### src/rtl/ibuffer_mw_pkg.sv
// Shared types and helpers for the multi-wide instruction buffer.
// Holds default widths, the per-lane PC step, the entry layout and a lane popcount.
package ibuf_pkg;

    localparam int INST_W_DEF = 32;
    localparam int PC_W_DEF   = 48;
    localparam int PC_STEP    = 4;

    typedef struct packed {
        logic [INST_W_DEF-1:0] inst;
        logic [PC_W_DEF-1:0]   pc;
    } ibuf_entry_t;

    // Lane masks are at most 4 wide; narrower masks are zero-extended by callers.
    function automatic logic [2:0] popcount_lanes(input logic [3:0] v);
        logic [2:0] c;
        c = '0;
        for (int i = 0; i < 4; i++) begin
            c = c + {2'b00, v[i]};
        end
        return c;
    endfunction

endpackage

### src/rtl/ibuffer_mw_if.sv
// Fetch/decode side bundle of the instruction buffer.
// master = fetch aligner + decode, slave = the buffer itself.
interface ibuffer_mw_if #(
    parameter int FETCH_W = 2,
    parameter int DEQ_W   = 2,
    parameter int DEPTH   = 16,
    parameter int INST_W  = 32,
    parameter int PC_W    = 48
);

    logic [FETCH_W-1:0]          enq_valid;
    logic [FETCH_W*INST_W-1:0]   enq_inst;
    logic [PC_W-1:0]             enq_pc;
    logic                        enq_ready;
    logic [DEQ_W-1:0]            deq_valid;
    logic [DEQ_W*INST_W-1:0]     deq_inst;
    logic [DEQ_W*PC_W-1:0]       deq_pc;
    logic [$clog2(DEQ_W+1)-1:0]  deq_take;
    logic                        stall;
    logic                        flush;
    logic                        fetch_req;
    logic [$clog2(DEPTH+1)-1:0]  count;
    logic                        empty;
    logic                        full;

    modport master (
        output enq_valid, enq_inst, enq_pc,
        output deq_take, stall, flush,
        input  enq_ready, deq_valid, deq_inst, deq_pc,
        input  fetch_req, count, empty, full
    );

    modport slave (
        input  enq_valid, enq_inst, enq_pc,
        input  deq_take, stall, flush,
        output enq_ready, deq_valid, deq_inst, deq_pc,
        output fetch_req, count, empty, full
    );

endinterface

### src/rtl/ibuffer_mw_compact.sv
// Combinational lane compaction: valid lanes packed densely in lane order.
// Ports: i_valid/i_inst/i_pc lane inputs; o_slot_inst/o_slot_pc dense slots; o_n count.
module ibuf_compact
    import ibuf_pkg::*;
#(
    parameter int FETCH_W = 2,
    parameter int INST_W  = 32,
    parameter int PC_W    = 48
) (
    input  logic [FETCH_W-1:0]          i_valid,
    input  logic [FETCH_W*INST_W-1:0]   i_inst,
    input  logic [PC_W-1:0]             i_pc,
    output logic [FETCH_W*INST_W-1:0]   o_slot_inst,
    output logic [FETCH_W*PC_W-1:0]     o_slot_pc,
    output logic [$clog2(FETCH_W+1)-1:0] o_n
);

    localparam int NW = $clog2(FETCH_W + 1);

    // PC follows the source lane index, not the slot it lands in.
    always_comb begin : p_compact
        int k;
        k = 0;
        o_slot_inst = '0;
        o_slot_pc   = '0;
        for (int i = 0; i < FETCH_W; i++) begin
            if (i_valid[i]) begin
                o_slot_inst[k*INST_W +: INST_W] = i_inst[i*INST_W +: INST_W];
                o_slot_pc[k*PC_W +: PC_W] = i_pc + PC_W'(PC_STEP * i);
                k = k + 1;
            end
        end
    end

    assign o_n = NW'(popcount_lanes(4'(i_valid)));

endmodule

### src/rtl/ibuffer_mw.sv
// Multi-wide circular instruction buffer between fetch aligner and decode.
// Ports: clock, reset_n (async low), bus (enqueue, dequeue, flush/stall, status).
module ibuffer_mw
    import ibuf_pkg::*;
#(
    parameter int FETCH_W = 2,
    parameter int DEQ_W   = 2,
    parameter int DEPTH   = 16,
    parameter int INST_W  = INST_W_DEF,
    parameter int PC_W    = PC_W_DEF,
    parameter int LOW_WM  = 4
) (
    input  logic        clock,
    input  logic        reset_n,
    ibuffer_mw_if.slave bus
);

    localparam int PW = $clog2(DEPTH);
    localparam int CW = $clog2(DEPTH + 1);
    localparam int NW = $clog2(FETCH_W + 1);

    typedef struct packed {
        logic [INST_W-1:0] inst;
        logic [PC_W-1:0]   pc;
    } entry_t;

    entry_t                    r_mem [DEPTH];
    logic [PW-1:0]             r_rd_ptr;
    logic [PW-1:0]             r_wr_ptr;
    logic [CW-1:0]             r_count;
    logic                      r_fetch_req;

    logic [FETCH_W*INST_W-1:0] w_slot_inst;
    logic [FETCH_W*PC_W-1:0]   w_slot_pc;
    logic [NW-1:0]             w_enq_n;
    logic                      w_enq_ready;
    logic                      w_enq_fire;
    logic [DEQ_W-1:0]          w_deq_valid;
    logic [DEQ_W*INST_W-1:0]   w_deq_inst;
    logic [DEQ_W*PC_W-1:0]     w_deq_pc;
    logic [2:0]                w_deq_avail;
    logic [2:0]                w_deq_req;
    logic [2:0]                w_deq_n;
    logic [CW-1:0]             w_count_next;
    logic [PW-1:0]             w_rd_next;
    logic [PW-1:0]             w_wr_next;

    ibuf_compact #(
        .FETCH_W (FETCH_W),
        .INST_W  (INST_W),
        .PC_W    (PC_W)
    ) u_compact (
        .i_valid     (bus.enq_valid),
        .i_inst      (bus.enq_inst),
        .i_pc        (bus.enq_pc),
        .o_slot_inst (w_slot_inst),
        .o_slot_pc   (w_slot_pc),
        .o_n         (w_enq_n)
    );

    // Ready looks only at current occupancy, so a same-cycle
    // dequeue never lets a write land on a slot still being read.
    assign w_enq_ready = r_count <= CW'(DEPTH - FETCH_W);
    assign w_enq_fire  = w_enq_ready & (|bus.enq_valid) & ~bus.flush;

    always_comb begin
        w_deq_valid = '0;
        w_deq_inst  = '0;
        w_deq_pc    = '0;
        for (int j = 0; j < DEQ_W; j++) begin
            w_deq_valid[j] = (r_count > CW'(j)) & ~bus.stall & ~bus.flush;
            w_deq_inst[j*INST_W +: INST_W] = r_mem[r_rd_ptr + PW'(j)].inst;
            w_deq_pc[j*PC_W +: PC_W]       = r_mem[r_rd_ptr + PW'(j)].pc;
        end
    end

    // Over-asking decode is clamped to what is actually presented.
    assign w_deq_avail = popcount_lanes(4'(w_deq_valid));
    assign w_deq_req   = 3'(bus.deq_take);
    assign w_deq_n     = (w_deq_req > w_deq_avail) ? w_deq_avail : w_deq_req;

    always_comb begin
        w_count_next = r_count;
        w_rd_next    = r_rd_ptr;
        w_wr_next    = r_wr_ptr;
        if (bus.flush) begin
            w_count_next = '0;
            w_rd_next    = '0;
            w_wr_next    = '0;
        end else begin
            w_count_next = r_count
                         + (w_enq_fire ? CW'(w_enq_n) : '0)
                         - CW'(w_deq_n);
            w_wr_next    = r_wr_ptr + (w_enq_fire ? PW'(w_enq_n) : '0);
            w_rd_next    = r_rd_ptr + PW'(w_deq_n);
        end
    end

    always_ff @(posedge clock or negedge reset_n) begin
        if (!reset_n) begin
            r_rd_ptr    <= '0;
            r_wr_ptr    <= '0;
            r_count     <= '0;
            r_fetch_req <= 1'b0;
        end else begin
            r_rd_ptr    <= w_rd_next;
            r_wr_ptr    <= w_wr_next;
            r_count     <= w_count_next;
            r_fetch_req <= (w_count_next <= CW'(LOW_WM)) | bus.flush;
        end
    end

    // Storage carries no reset; pointer wrap handles the boundary.
    always_ff @(posedge clock) begin
        if (w_enq_fire) begin
            for (int k = 0; k < FETCH_W; k++) begin
                if (NW'(k) < w_enq_n) begin
                    r_mem[r_wr_ptr + PW'(k)] <= '{
                        inst: w_slot_inst[k*INST_W +: INST_W],
                        pc:   w_slot_pc[k*PC_W +: PC_W]
                    };
                end
            end
        end
    end

    assign bus.enq_ready = w_enq_ready;
    assign bus.deq_valid = w_deq_valid;
    assign bus.deq_inst  = w_deq_inst;
    assign bus.deq_pc    = w_deq_pc;
    assign bus.fetch_req = r_fetch_req;
    assign bus.count     = r_count;
    assign bus.empty     = (r_count == '0);
    assign bus.full      = (r_count == CW'(DEPTH));

endmodule

### src/flat_wrapper.sv
// flat-port wrapper written by rule: the top's interface ports become plain ports
module ibuffer_mw_flat import ibuf_pkg::*;
#(
    parameter int FETCH_W = 2,
    parameter int DEQ_W   = 2,
    parameter int DEPTH   = 16,
    parameter int INST_W  = INST_W_DEF,
    parameter int PC_W    = PC_W_DEF,
    parameter int LOW_WM  = 4
)
  (clock, reset_n, bus_enq_valid, bus_enq_inst, bus_enq_pc, bus_deq_take, bus_stall, bus_flush, bus_enq_ready, bus_deq_valid, bus_deq_inst, bus_deq_pc, bus_fetch_req, bus_count, bus_empty, bus_full);
  ibuffer_mw_if #(.FETCH_W(FETCH_W), .DEQ_W(DEQ_W), .DEPTH(DEPTH), .INST_W(INST_W), .PC_W(PC_W)) bus_i ();
  input  logic clock;
  input  logic reset_n;
  input wire logic [$bits(bus_i.enq_valid)-1:0] bus_enq_valid;
  input wire logic [$bits(bus_i.enq_inst)-1:0] bus_enq_inst;
  input wire logic [$bits(bus_i.enq_pc)-1:0] bus_enq_pc;
  input wire logic [$bits(bus_i.deq_take)-1:0] bus_deq_take;
  input wire logic [$bits(bus_i.stall)-1:0] bus_stall;
  input wire logic [$bits(bus_i.flush)-1:0] bus_flush;
  output wire logic [$bits(bus_i.enq_ready)-1:0] bus_enq_ready;
  output wire logic [$bits(bus_i.deq_valid)-1:0] bus_deq_valid;
  output wire logic [$bits(bus_i.deq_inst)-1:0] bus_deq_inst;
  output wire logic [$bits(bus_i.deq_pc)-1:0] bus_deq_pc;
  output wire logic [$bits(bus_i.fetch_req)-1:0] bus_fetch_req;
  output wire logic [$bits(bus_i.count)-1:0] bus_count;
  output wire logic [$bits(bus_i.empty)-1:0] bus_empty;
  output wire logic [$bits(bus_i.full)-1:0] bus_full;
  assign bus_i.enq_valid = bus_enq_valid;
  assign bus_i.enq_inst = bus_enq_inst;
  assign bus_i.enq_pc = bus_enq_pc;
  assign bus_i.deq_take = bus_deq_take;
  assign bus_i.stall = bus_stall;
  assign bus_i.flush = bus_flush;
  assign bus_enq_ready = bus_i.enq_ready;
  assign bus_deq_valid = bus_i.deq_valid;
  assign bus_deq_inst = bus_i.deq_inst;
  assign bus_deq_pc = bus_i.deq_pc;
  assign bus_fetch_req = bus_i.fetch_req;
  assign bus_count = bus_i.count;
  assign bus_empty = bus_i.empty;
  assign bus_full = bus_i.full;
  ibuffer_mw #(.FETCH_W(FETCH_W), .DEQ_W(DEQ_W), .DEPTH(DEPTH), .INST_W(INST_W), .PC_W(PC_W), .LOW_WM(LOW_WM)) u_core (.clock(clock), .reset_n(reset_n), .bus(bus_i));
endmodule
### config.mk
export PLATFORM = sky130hd
export DESIGN_NAME = ibuffer_mw_flat
export DESIGN_NICKNAME = d
export VERILOG_FILES = /design/src/rtl/ibuffer_mw_pkg.sv /design/src/rtl/ibuffer_mw_if.sv /design/src/rtl/ibuffer_mw_compact.sv /design/src/rtl/ibuffer_mw.sv /design/src/flat_wrapper.sv
export SDC_FILE = /design/constraint.sdc
export NUM_CORES = 2
export LEC_CHECK = 0
export CAP_MARGIN = 30
export CORE_UTILIZATION = 33
export CTS_CLUSTER_SIZE = 8
export DETAILED_ROUTE_END_ITERATION = 6
export GPL_TIMING_DRIVEN = 0
export PLACE_DENSITY = 0.46
export SLEW_MARGIN = 20
export SYNTH_ARGS = -nofsm -noshare
export SYNTH_HDL_FRONTEND = slang
export SYNTH_SLANG_ARGS = --single-unit
### constraint.sdc
create_clock -name clock -period 21.2 [get_ports clock]
set_input_delay 4.24 -clock clock [delete_from_list [all_inputs] [get_ports clock]]
set_output_delay 4.24 -clock clock [all_outputs]
set_load 0.02 [all_outputs]
# ---- Word-level counts from Yosys, hierarchy flattened
# Memory sizes are Yosys's and may differ from the RTL's.
# Cells that the tools add are included.
dict set report classes {
  mux 19
  addsub 11
  bitwise_logic 9
  multipliers 1
  n_reduce_logical 2
  n_eq_ne 1
  n_div 0
  n_lt_le_gt_ge 7
  shift 4
}
# operator count
set op_table {}
lappend op_table {{96-bit bitwise mux} 1}
lappend op_table {{96-bit 2-to-1 mux} 1}
lappend op_table {{48-bit by 33-bit variable shift with 96-bit output (first input constant)} 1}
lappend op_table {{48-bit by 33-bit indexed part select with 96-bit output} 1}
lappend op_table {{32-bit negation with 33-bit output} 2}
lappend op_table {{64-bit bitwise mux} 1}
lappend op_table {{64-bit 2-to-1 mux} 1}
lappend op_table {{32-bit by 33-bit variable shift with 64-bit output (first input constant)} 1}
lappend op_table {{32-bit by 33-bit indexed part select with 64-bit output} 1}
lappend op_table {{48-bit by 3-bit adder with 48-bit output (second input constant)} 1}
lappend op_table {{48-bit 2-to-1 mux} 1}
lappend op_table {{32-bit by 3-bit multiplier with 28-bit output (second input constant)} 1}
lappend op_table {{32-bit 2-to-1 mux} 1}
lappend op_table {{5-bit by 1-bit greater-than comparator with 1-bit output (second input constant)} 2}
lappend op_table {{4-bit by 1-bit adder with 4-bit output (second input constant)} 2}
lappend op_table {{4-bit 2-to-1 mux} 2}
lappend op_table {{1-bit 2-to-1 mux} 7}
lappend op_table {{1-bit bitwise AND} 6}
lappend op_table {{5-bit adder} 1}
lappend op_table {{5-bit equality test (second input constant)} 1}
lappend op_table {{5-bit by 3-bit <= comparator with 1-bit output (second input constant)} 1}
lappend op_table {{5-bit by 4-bit <= comparator with 1-bit output (second input constant)} 1}
lappend op_table {{5-bit logical NOT} 1}
lappend op_table {{5-bit 2-to-1 mux} 1}
lappend op_table {{other kinds (11)} 15}
dict set report word_totals {
  in_bits 120
  mem_bits_ro 0
  n_memories 1
  output_inout_bits 171
  wordCells 59
  ff_bits 14
  ram_bits 1280
  latch_bits 0
}
# name words word_bits rd rd_clocked_by_memory_dff write_ports line
set memory_table {}
lappend memory_table {u_core.r_mem 16 80 2 0 2 ibuffer_mw.sv:27} ;# entry_t r_mem [DEPTH];

# ---- Logic depth before layout (Yosys ltp)
dict set report depth {
  word_depth 10
  ltp_mapped 22
  depth_no_buf 21
}

# ---- Cells and area by module
# Synthesis repeated with hierarchy kept, for this count alone.
dict set report unflattened {
  hier_cells 4755
  hier_area_um2 77963.5
}
# module cells_each instances seq_area_each_um2 area_per_inst_um2
set modules_own_cells {}
lappend modules_own_cells {ibuffer_mw 4266 1 38787.2 74858.0}
lappend modules_own_cells {ibuf_compact 489 1 0.0 3105.5}

# ---- Worst setup path before layout
# Ideal clock, no wire load.
dict set report synth_path {
  path_kind {input -> register}
  start {input port bus_enq_valid[1]}
  end {memory u_core.r_mem[12][0] in the netlist's numbering (enable)}
  setup_time_ps 629
  cell_stages 9
  t_arrival_ps 11502
  required_time_ps 20571
  n_path_buf 3
  setup_slack_ps 9070
  path_cell_list {inv_1 > clkbuf_1 > clkbuf_1 > clkbuf_1 > ha_1 > nor3_2 > o21a_1 > nand2_1 > o21ai_0}
}
# item line
set synth_lines {}
lappend synth_lines {{from (decl)} flat_wrapper.sv:15} ;# input wire logic [$bits(bus_i.enq_valid)-1:0] bus_enq_valid;
lappend synth_lines {{to (decl)} ibuffer_mw.sv:27}

==> reports/metrics.csv <==
metric,value,unit
Clock Sinks,1294,
most frequent cells in the layout,"edfxtp_1 (1280), nor2_1 (1014), a21oi_1 (930)",
CP max stage delay,840,ps
IO Count,291,
CTS tree,built,
"Seq/Total Area, Yosys",50.4,%
CP max stage cell,clkdlybuf4s50_1,
syn nets,6315,
Crit. End Element,flop,
Slew Limit Fails,0,
Slew HR,23.1,%
register-to-register setup slack,14100,ps
post-synth top area share,50.0,%
Worst Tran Pin Value,1150,ps
port bufs,263,
Core Rows,176,
Critical R2R Launch,u_core.bus.count[4]$_DFF_PN0_,
Pleak,30.8,nW
Critical Path RT,21810,ps
Max Cap Violations,0,
Ys Warns,0,
post-route cell area,95100,sq um
crit start category,input pin,
synthesized instance count,6167,
antenna violations before repair,52,
Die ar.,235000,sq um
Final Cycle Share,59.4,%
share of cells above drive strength 1,24.6,%
Multi-input gate area,35600,sq um
Fin Hold WS,727,ps
CTS Buf Count,181,
outcome,"finished, final reports clean",
crit-path leading delay family,buffers and inverters,
DP Wirelength,355000,um
Max Root-Sink Buffers,3,
"EDFF count, synth",1280,
H-tree Lvls,4,
Post-Route WL,478000,um
Mean Syn Cell Area,12.5,sq um
Post-CTS Setup Bufs,0,
CP Cell Sequence,"clkdlybuf4s50_1, inv_1, clkbuf_2, clkbuf_2, clkbuf_1, ha_1, nor4b_4, o21ai_1, clkinv_1, buf_2, nand3_1, buf_2, clkbuf_2, o21ai_4, buf_16, buf_12, buf_16, buf_16",
"most common cell after layout, fill and taps aside",edfxtp_1,
vias in the first global route,65100,
Antenna Violating Nets Remaining,0,
RePlAce Congestion,1.04,
crit path DAT,13200,ps
skew final,44.2,ps
Vias,70300,
die height,485,um
"Setup violations, final",0,
power per cell area,114,nW/um^2
"Buf+Inv Stages, Crit Path",13,
RSZ-0062 raised after global routing,no,
Sequential cell area,38800,sq um
Fillers,21600,
Peak Freq,79.4,MHz
Initial DRT Pass Iterations,6,
GRT overflow,0,
Setup CP Type,in2reg,
Clk Tree Root Cell,clkbuf_16,
CORE AREA,231000,sq um
initial DRC count,13200,
synthesis-stage register bit count,1294,
Post-route DRC,0,
final net count,7069,
vias per cell,7.01,
"Area growth, synth to finish",23.6,%
# hold bufs at CTS,0,
Post-Syn Area,76900,sq um
synth unique cells,93,
post-synth top area cell,edfxtp_1,
setup TNS,0,ps
Total GRT Usage,39.8,%
Final Hold Vio Count,0,
Worst-path clk slew,50,ps
ys async rst share,1.08,%
r2r worst-path depth,15,
drt wl/cell,47.6,um
ys flop type,edfxtp_1,
clk_lat worst skew,910,ps
Worst Hold Class,reg2reg,
top post-synthesis cells by area,"edfxtp_1 (50%), mux4_2 (23%), a21oi_1 (6.1%)",
crit path time final,12590,ps
die width,485,um
Hold Path Stages,2,
Crit Path Max Fanout,13,
Initial Utilization,33.3,%
worst r2r dst,u_core.r_mem[8][24]$_DFFE_PP_,
Max IR drop VDD,0.000100,V
Post-DP Area,89800,sq um
CTS resizes,0,
largest net degree at the start of global routing,18,
hold_sp,u_core.r_wr_ptr[0]$_DFF_PN0_,
Hold EP,u_core.r_wr_ptr[0]$_DFF_PN0_,
first-pass GRT wire length,621000,um
-- state kept, by name, indices dropped and copies added, names as in the netlist --
register / count
u_core.bus.count: 5
u_core.bus.fetch_req: 1
u_core.r_mem: 1280
u_core.r_rd_ptr: 4
u_core.r_wr_ptr: 4
-- where the power goes --
| group | switching [mW] | internal [mW] | leakage (nW) |
|---|---|---|---|
| registers | 0.0335 | 2.90 | 11.8 |
| logic | 2.88 | 2.27 | 16.6 |
| clock network | 1.22 | 1.55 | 2.43 |
-- cells in the mapped netlist, types with 9 or more instances --
master / n
mux4_2: 800
dfrtp_1: 14
or4_1: 15
nor4_1: 36
or2_2: 14
nor3_1: 30
buf_1: 111
inv_1: 26
edfxtp_1: 1280
nand3_1: 61
a22o_1: 34
o31ai_1: 18
a31oi_1: 17
a211oi_1: 12
o221ai_1: 36
o21ai_1: 12
nand2_1: 268
xnor2_1: 23
nor2b_1: 14
nand4_1: 36
o2111ai_1: 9
and3_1: 9
a211o_1: 13
clkbuf_1: 553
a22oi_1: 13
o22ai_1: 229
a21oi_1: 933
ha_1: 24
buf_2: 50
nand2b_1: 9
xor2_1: 10
or3_1: 18
nor2_1: 1024
o21ai_0: 183
and2_1: 17
o211ai_1: 48
-- metrics by stage --
stage	util, %	std cells	total power [mW]	setup slack, ps
6_report	41.2	10000	10.9	8610
3_5_place_dp	38.9	9750	8.00	8390
3_3_place_gp	36.1	9456	7.83	-5210
2_1_floorplan	-	6167	5.80	9070
4_1_cts	41.1	9983	10.7	9300
5_1_grt	41.2	10000	11.0	9130
-- how the worst max path moves through the flow --
| stage | startpoint | to | cells after the start |
|---|---|---|---|
| floorplan | bus_enq_valid[1] | u_core.r_mem[12][0]$_DFFE_PP_ | 9 |
| global placement | bus_enq_valid[1] | u_core.r_mem[2][71]$_DFFE_PP_ | 9 |
| detailed placement | bus_enq_valid[1] | u_core.r_mem[8][30]$_DFFE_PP_ | 18 |
| CTS | bus_enq_valid[1] | u_core.r_mem[8][24]$_DFFE_PP_ | 18 |
| global route | bus_enq_valid[1] | u_core.r_mem[8][24]$_DFFE_PP_ | 18 |
| finish | bus_enq_valid[1] | u_core.r_mem[8][24]$_DFFE_PP_ | 18 |
-- worst reg2reg max path: stages, from the launching register on --
cell and delay [ps]:
dfrtp_1 370, clkbuf_1 270, inv_1 370, ha_1 220
nand3_1 270, o21ai_1 910, clkinv_1 530, buf_2 390
nand3_1 730, buf_2 780, clkbuf_2 770, o21ai_4 360
buf_16 270, buf_12 170, buf_16 190, buf_16 190
-- cells by family (layout without fill, tap and decap cells) --
family,after synthesis,in the layout,synth area share [%]
AO/OA/AOI/OAI,1661,1661,12.5
XOR/XNOR,33,33,0.376
adder cells (fa/ha/maj),34,34,0.572
buffers and inverters,747,1551,3.75
flip-flops,1294,1294,50.4
multiplexers,812,812,23.6
other,0,34,0
AND/OR/NAND/NOR,1586,1586,8.79
-- layout make-up --
class	instances	share of cell area, %
inverter	28	0.111
tap	3026	3.98
timing repair buffer	571	8.98
clock inverter	15	0.338
multi-input combinational	4126	37.5
sequential	1294	40.8
clock buffer	218	4.96
antenna	34	0.0895
buffer	719	3.26
-- metal layers --
| metal | track usage (%) | wire length, um |
|---|---|---|
| met3 | 15.7 | 67300 |
| met2 | 56.2 | 198000 |
| met1 | 51.2 | 177000 |
| met5 | 0.0612 | 167 |
| met4 | 24.4 | 34500 |
(Power assumes the default switching activity.)
